## config.mk

```make
export PLATFORM = sky130hd
export DESIGN_NAME = stopwatch_ctrl
export DESIGN_NICKNAME = d
export VERILOG_FILES = /design/src/rtl/stopwatch_ctrl.sv
export SDC_FILE = /design/constraint.sdc
export NUM_CORES = 1
export LEC_CHECK = 0
export ABC_CLOCK_PERIOD_IN_PS = 1830
export BUFFER_PORTS_ARGS = -buffer_cell sky130_fd_sc_hd__buf_2
export CORE_MARGIN = 1
export CORE_UTILIZATION = 30
export DETAILED_ROUTE_END_ITERATION = 10
export HOLD_SLACK_MARGIN = 0.05
export PLACE_DENSITY_LB_ADDON = 0.12
export SKIP_LAST_GASP = 1
export SYNTH_ARGS = -nofsm -noshare
export SYNTH_HDL_FRONTEND = slang
export SYNTH_SLANG_ARGS = --single-unit
export TNS_END_PERCENT = 10
```

## constraint.sdc

```tcl
create_clock -name clk -period 1.83 [get_ports clk]
set_input_delay 0 -clock clk [delete_from_list [all_inputs] [get_ports clk]]
set_output_delay 0 -clock clk [all_outputs]
set_load 0.02 [all_outputs]
```

## src/rtl/stopwatch_ctrl.sv

```systemverilog
// Stopwatch sequencer: debounces three raw switches into one-cycle command pulses and
// drives the counter strobe (ci), display load (ld) and clear (clr) from a four-state FSM.
module stopwatch_ctrl #(
  parameter int unsigned DB_CNT = 4,
  parameter int unsigned DIV    = 10,
  parameter int unsigned PW     = 4
) (
  input  logic       clk,
  input  logic       rst_n,
  input  logic       sw1,
  input  logic       sw2,
  input  logic       sw3,
  output logic       ci,
  output logic       ld,
  output logic       clr,
  output logic [1:0] state
);

  localparam int unsigned NSW = 3;
  localparam int unsigned DCW = (DB_CNT > 2) ? $clog2(DB_CNT) : 1;
  localparam logic [DCW-1:0] DC_MAX = DCW'(DB_CNT - 1);
  localparam logic [PW-1:0]  PS_MAX = PW'(DIV - 1);

  typedef enum logic [1:0] {
    ST_IDLE = 2'b00,
    ST_RUN  = 2'b01,
    ST_LAP  = 2'b10,
    ST_STOP = 2'b11
  } state_e;

  logic [NSW-1:0] raw;
  logic [NSW-1:0] sync1_q, s_q;
  logic [NSW-1:0] db_q, db_d, db_dly_q;
  logic [NSW-1:0] pulse;
  logic [DCW-1:0] dc_q [NSW];
  logic [DCW-1:0] dc_d [NSW];

  state_e         state_q, state_d;
  logic [PW-1:0]  presc_q, presc_d;
  logic           ci_q, ci_d;
  logic           ld_q, ld_d;
  logic           clr_q, clr_d;

  // Bit 0 = start/resume, bit 1 = stop, bit 2 = lap/clear.
  assign raw   = {sw3, sw2, sw1};
  assign pulse = db_q & ~db_dly_q;

  // Debounce: the level flips only after DB_CNT consecutive samples disagree with it.
  always_comb begin
    db_d = db_q;
    for (int unsigned i = 0; i < NSW; i++) begin
      dc_d[i] = '0;
      if (s_q[i] != db_q[i]) begin
        if (dc_q[i] == DC_MAX) begin
          db_d[i] = s_q[i];
        end else begin
          dc_d[i] = dc_q[i] + DCW'(1);
        end
      end
    end
  end

  // Next state; within each state the legal pulses are tested stop > lap/clear > start.
  always_comb begin
    state_d = state_q;
    presc_d = presc_q;
    clr_d   = 1'b0;

    if (state_q == ST_RUN || state_q == ST_LAP) begin
      presc_d = (presc_q == PS_MAX) ? '0 : presc_q + PW'(1);
    end

    case (state_q)
      ST_IDLE: begin
        if (pulse[2]) begin
          clr_d = 1'b1;
        end else if (pulse[0]) begin
          state_d = ST_RUN;
          presc_d = '0;
        end
      end
      ST_RUN: begin
        if (pulse[1])      state_d = ST_STOP;
        else if (pulse[2]) state_d = ST_LAP;
      end
      ST_LAP: begin
        if (pulse[1])      state_d = ST_STOP;
        else if (pulse[2]) state_d = ST_RUN;
      end
      ST_STOP: begin
        if (pulse[2]) begin
          clr_d   = 1'b1;
          presc_d = '0;
          state_d = ST_IDLE;
        end else if (pulse[0]) begin
          state_d = ST_RUN;
        end
      end
      default: state_d = ST_IDLE;
    endcase

    // Outputs are registered copies of the decode of the next-state registers.
    ci_d = (state_d == ST_RUN || state_d == ST_LAP) && (presc_d == PS_MAX);
    ld_d = (state_d != ST_LAP);
  end

  always_ff @(posedge clk or negedge rst_n) begin
    if (!rst_n) begin
      sync1_q  <= '0;
      s_q      <= '0;
      db_q     <= '0;
      db_dly_q <= '0;
      for (int unsigned i = 0; i < NSW; i++) dc_q[i] <= '0;
      state_q  <= ST_IDLE;
      presc_q  <= '0;
      ci_q     <= 1'b0;
      ld_q     <= 1'b1;
      clr_q    <= 1'b0;
    end else begin
      sync1_q  <= raw;
      s_q      <= sync1_q;
      db_q     <= db_d;
      db_dly_q <= db_q;
      for (int unsigned i = 0; i < NSW; i++) dc_q[i] <= dc_d[i];
      state_q  <= state_d;
      presc_q  <= presc_d;
      ci_q     <= ci_d;
      ld_q     <= ld_d;
      clr_q    <= clr_d;
    end
  end

  assign ci    = ci_q;
  assign ld    = ld_q;
  assign clr   = clr_q;
  assign state = state_q;

endmodule

```

# Word level (Yosys, flattened, before mapping)
# Cells that the tools add are included.
[word_totals]
regBits = 27
wordCells = 64
out_inout_bits = 5
in_bits = 5
[classes]
add_sub_neg = 4
eq_ne = 14
reduce_logical = 8
muxes = 22
bitwise = 2
[ops]
columns = ["operator", "count"]
rows = [
  ["$mux W2", 13],
  ["$mux W4", 5],
  ["$eq A2 B2 Y1 const B", 6],
  ["$eq A4 B4 Y1 const B", 2],
  ["$pmux W2 S4", 1],
  ["$pmux W4 S2", 1],
  ["$add A2 B1 Y2 const B", 3],
  ["$reduce_and A2 Y1", 3],
  ["$add A4 B1 Y4 const B", 1],
  ["$eq A2 B1 Y1 const B", 2],
  ["$and A3 B3 Y3", 1],
  ["$ne A1 B1 Y1", 3],
  ["$not A3 Y3", 1],
  ["$logic_not A2 Y1", 1],
  ["$logic_or A1 B1 Y1", 2],
  ["$mux W1", 2],
  ["$ne A2 B2 Y1 const B", 1],
  ["$reduce_or A2 Y1", 1],
  ["$logic_and A1 B1 Y1", 1],
]

# Longest topological paths before layout
[depth]
word_depth = 8
ltp_mapped = 11
mapped_depth_nobuf = 11

# Worst setup path after synthesis
# No wires, ideal clock.
[synth_timing]
path_kind = "reg2reg"
start = "register state_q[0] (netlist: state[0])"
end = "register ci_q (netlist: ci)"
setup_slack_ps = -258
arrival_ps = 2007
stages_incl_launch_ff = 10
setup_time_ps = 80
cell_sequence = "dfrtp_1 > inv_1 > ha_1 > bufinv_8 > o21ai_1 > o311a_1 > ha_1 > a21oi_1 > o221ai_1 > nor3_2"
[synth_between]
elab_cells_between_ends = 23
classes_between = "eq/ne: 6; mux: 13; reduce/logical: 4"
[synth_rtl]
columns = ["element", "line_no", "text"]
rows = [
  ["start: declaration", "38", "state_e state_q, state_d;"],
  ["start signal: assignment", "125", "state_q <= state_d;"],
  ["$eq A2 B2 Y1 (tied with other cells)", "73", "case (state_q)"],
  ["$pmux W2 S4 *", "73", ""],
  ["via state_d[1]", "38", ""],
  ["$eq A2 B1 Y1 / $eq A2 B2 Y1 (equally long branches)", "103", "ci_d = (state_d == ST_RUN || state_d == ST_LAP) && (presc_d == PS_MAX);"],
  ["$logic_or A1 B1 Y1 *", "103", ""],
  ["$logic_and A1 B1 Y1 *", "103", ""],
  ["via ci_d", "40", "logic ci_q, ci_d;"],
  ["end signal: assignment", "127", "ci_q <= ci_d;"],
  ["end: declaration", "40", ""],
]
# Mark *: on every way through the listed nets, which the timed path passes. The rest lies on a longest branch.
# A chain may end at the register's enable or synchronous reset.

# Worst setup path in the final report
# Ends and elaborated chain as after synthesis.

==> results.md <==
- FMAX: 0.4767 GHz
- Vias in the first global route: 790
- Pleak: 0.7092 nW
- Row cnt: 23
- Drt drc: 0
- Routability cong.: 0.8015
- Diode count: 0
- Worst Tran Pin Value: 583.5 ps
- FF-to-FF Start: state[0]
- Relative slew slack: 61.10%
- Vias per inst: 4.560
- Synth Area in Compound Gates: 11.31%
- Main combinational cell family by area after synthesis: simple AND/OR/NAND/NOR gates
- Peak VDD IR: 0.4855 mV
- Root Driver: clkbuf_8
- Critical path's most frequent cell: a21oi_2
- CP Launch Type: flop
- CTS Buf Count: 3
- CTS Sinks: 27
- Largest net degree at the start of global routing: 28
- Critical Path AT: 2290 ps
- Simple-gate share of the synthesized area: 15.02%
- Mean routed wirelength per cell: 11.51 um
- Power Density: 1788 nW/um^2
- CTS H-tree depth: 1
- Synth unique cells: 33
- Initial antenna violation count: 0
- I/O pin total: 10
- GRT Residual Overflow: 0
- Post-Syn Area per Cell: 12.25 sq um
- Core area: 4000 sq um
- Hold Violations, Final: 0
- First-pass GRT wire length: 3.539 mm
- Post-Synth XOR/XNOR Area: 2.803%
- Slew Limit Fails: 0
- Setup TNS: -267.7 ps
- Slowest stage cell, crit path: dfrtp_2
- Crit share post-route: 114.6%
- CP max FO: 5
- Die area: 4429 sq um
- ANT nets after route: 0
- WP data required: 2020 ps
- Crit Reg-Reg Endpoint: ci
- Dpl hpwl: 1.501 mm
- Failing checks: setup timing
- Vias: 830
- Drt pass-1 iters: 4
- Post-Synth Adder-Cell Area: 10.01%
- Layout cells sized above 1: 37.12%
- Final-stage net count: 148
- Syn Std Cell Area: 1250 sq um
- CTS tree: yes
- Final setup margin: -267.7 ps
- Final std cells w/o fill: 182
- Mux share of post-synthesis cell area: 3.504%
- Max Buffers Root-to-Sink: 2
- Die Span X: 66.55 um
- Clock transition at path regs: 90 ps
- Synthesized Nets: 117
- Initial drt markers: 20
- Hold Path Class: input port to asynchronous set/reset pin
- Unrepaired setup endpoints after global routing: true
- Seq/Total Area, Yosys: 54.15%
- Area growth syn-to-layout: 27.93%
- Port bufs: 9
- Skew final: 6.885 ps
- Crit path cell chain: ha_4 -> buf_4 -> a21oi_2 -> nor2_1 -> o311a_1 -> ha_1 -> a21oi_2 -> o221ai_2 -> nor3_2
- Final WL: 2.094 mm
- Final core utilization: 39.98%
- CP Class: flop to flop
- Reg2Reg Depth: 9
- DP Cell Count: 169
- Crit path time final: 2098 ps
- Starting density of the core: 31.25%
- Setup crit end kind: flop
- Skew-Pair Late Insertion Delay: 270 ps
- Final setup violation count: 1
- GRT Resource Usage Total: 11.01%
- Synthesis Warnings: 0
- #FFs+latches synth: 27
- Chip height: 66.55 um
- Post-Synthesis Cells: 102
- CP max stage delay: 470 ps
- Setup slack, reg-to-reg: -270 ps
- MaxCap Viol Count: 0
- Hold slack: 258.3 ps
- Status: finished with violations
## layer usage
metal	GRT usage, %	vias up	share of wire [%]
li1	-	411	-
met5	0	-	0
met1	15.21	402	52
met4	6.383	0	1.3
met3	2.568	2	2.8
met2	15.53	15	43
## registers in the layout, summed over array words and instances, names as in the netlist
register	flops
ci	1
dc_q	6
presc_q	4
clr	1
ld	1
state	2
db_q	3
db_dly_q	3
sync1_q	3
s_q	3
## area by class of cell
type	instances	area [sq um]
clock buffer	3	41.29
sequential	27	679.4
timing repair buffer	27	190.2
tap	50	62.56
inverter	5	35.03
multi-input combinational	69	583.1
clock inverter	1	7.507
fill	386	2401
## kinds of logic after synthesis
kind of cell,Yosys count
adders and majority gates,10
muxes,4
xor gates and xnor gates,4
and+or+nand+nor,32
buffers and inverters,6
AOI/OAI and AO/OA,19
DFF,27
## power breakdown
group | total (W) | internal [W] | leakage, nW | switching, W
Sequential | 0.00101 | 0.000813 | 0.331 | 0.000199
Clock | 0.000335 | 0.000154 | 0.0217 | 0.000180
Combinational | 0.00151 | 0.000791 | 0.356 | 0.000721
Total | 0.00286 | 0.00176 | 0.709 | 0.00110
## worst max path at each step
stage | cells after the start | end | from | slack, ps
finish | 9 | ci | state[0] | -270
global route | 11 | ci | state[1] | -400
CTS | 10 | ci | state[0] | -250
detailed placement | 9 | ci | state[0] | -220
global placement | 11 | ci | state[1] | -170
floorplan | 11 | ci | state[1] | -110
## synth_stat cells, drive strengths merged
| master | number | area [sq um] |
|---|---|---|
| o221ai | 1 | 8.760 |
| nand4 | 1 | 6.260 |
| nand2 | 10 | 37.54 |
| bufinv | 1 | 17.52 |
| a22o | 2 | 26.28 |
| and2 | 1 | 6.260 |
| clkbuf | 1 | 7.510 |
| mux2i | 1 | 10.01 |
| nand2b | 4 | 32.53 |
| or2 | 1 | 6.260 |
| dfstp | 1 | 26.28 |
| o21ai | 7 | 35.03 |
| ha | 10 | 125.1 |
| nor2b | 4 | 25.02 |
| o2111ai | 1 | 8.760 |
| inv | 4 | 15.01 |
| nor2 | 4 | 22.52 |
| mux2 | 3 | 33.78 |
| o311a | 1 | 10.01 |
| o31ai | 1 | 21.27 |
| a21oi | 5 | 25.02 |
| and2b | 1 | 10.01 |
| xnor2 | 4 | 35.03 |
| nor3 | 5 | 30.03 |
| o22ai | 1 | 6.260 |
| nand3b | 1 | 11.26 |
| dfrtp | 26 | 650.6 |
## critical path: cells and delay by family, from the launching register on
family	cells	cell delay, ps
buffers and inverters	1	130
adders and majority gates	2	500
AOI/OAI and AO/OA	4	680
DFF	1	470
and+or+nand+nor	2	240
## layout by cell type, fill, tap and decap left out, types with 3 or more instances in the layout
cell type       n
dfrtp_1        24
buf_4          14
nand2_1        10
buf_2           9
o21ai_1         6
ha_1            6
xnor2_1         4
nor3_1          4
nor2b_1         4
dlygate4sd3_1   4
nand2b_1        3
a21oi_1         3
mux2_1          3
clkbuf_8        3
## repair_timing
| action | 4_1_cts | 5_1_grt |
|---|---|---|
| pin swaps | 0 | 7 |
| endpoints found under the hold margin | 29 | 0 |
| setup buffers | 1 | 4 |
| setup endpoints to repair | 1 | 1 |
| hold buffers | 4 | 0 |
| resized for setup | 0 | 8 |
## stage by stage
| stage | power (W) | cell area [sq um] | setup slack (ps) |
|---|---|---|---|
| after floorplan | 0.001944 | 1274 | -114.3 |
| after global placement | 0.002353 | 1441 | -172.4 |
| after detailed placement | 0.002367 | 1441 | -215.9 |
| after CTS | 0.002742 | 1538 | -247.9 |
| after global routing | 0.003108 | 1599 | -397.9 |
| final | 0.002858 | 1599 | -267.7 |
No activity file was read; power rests on OpenSTA's default activity.
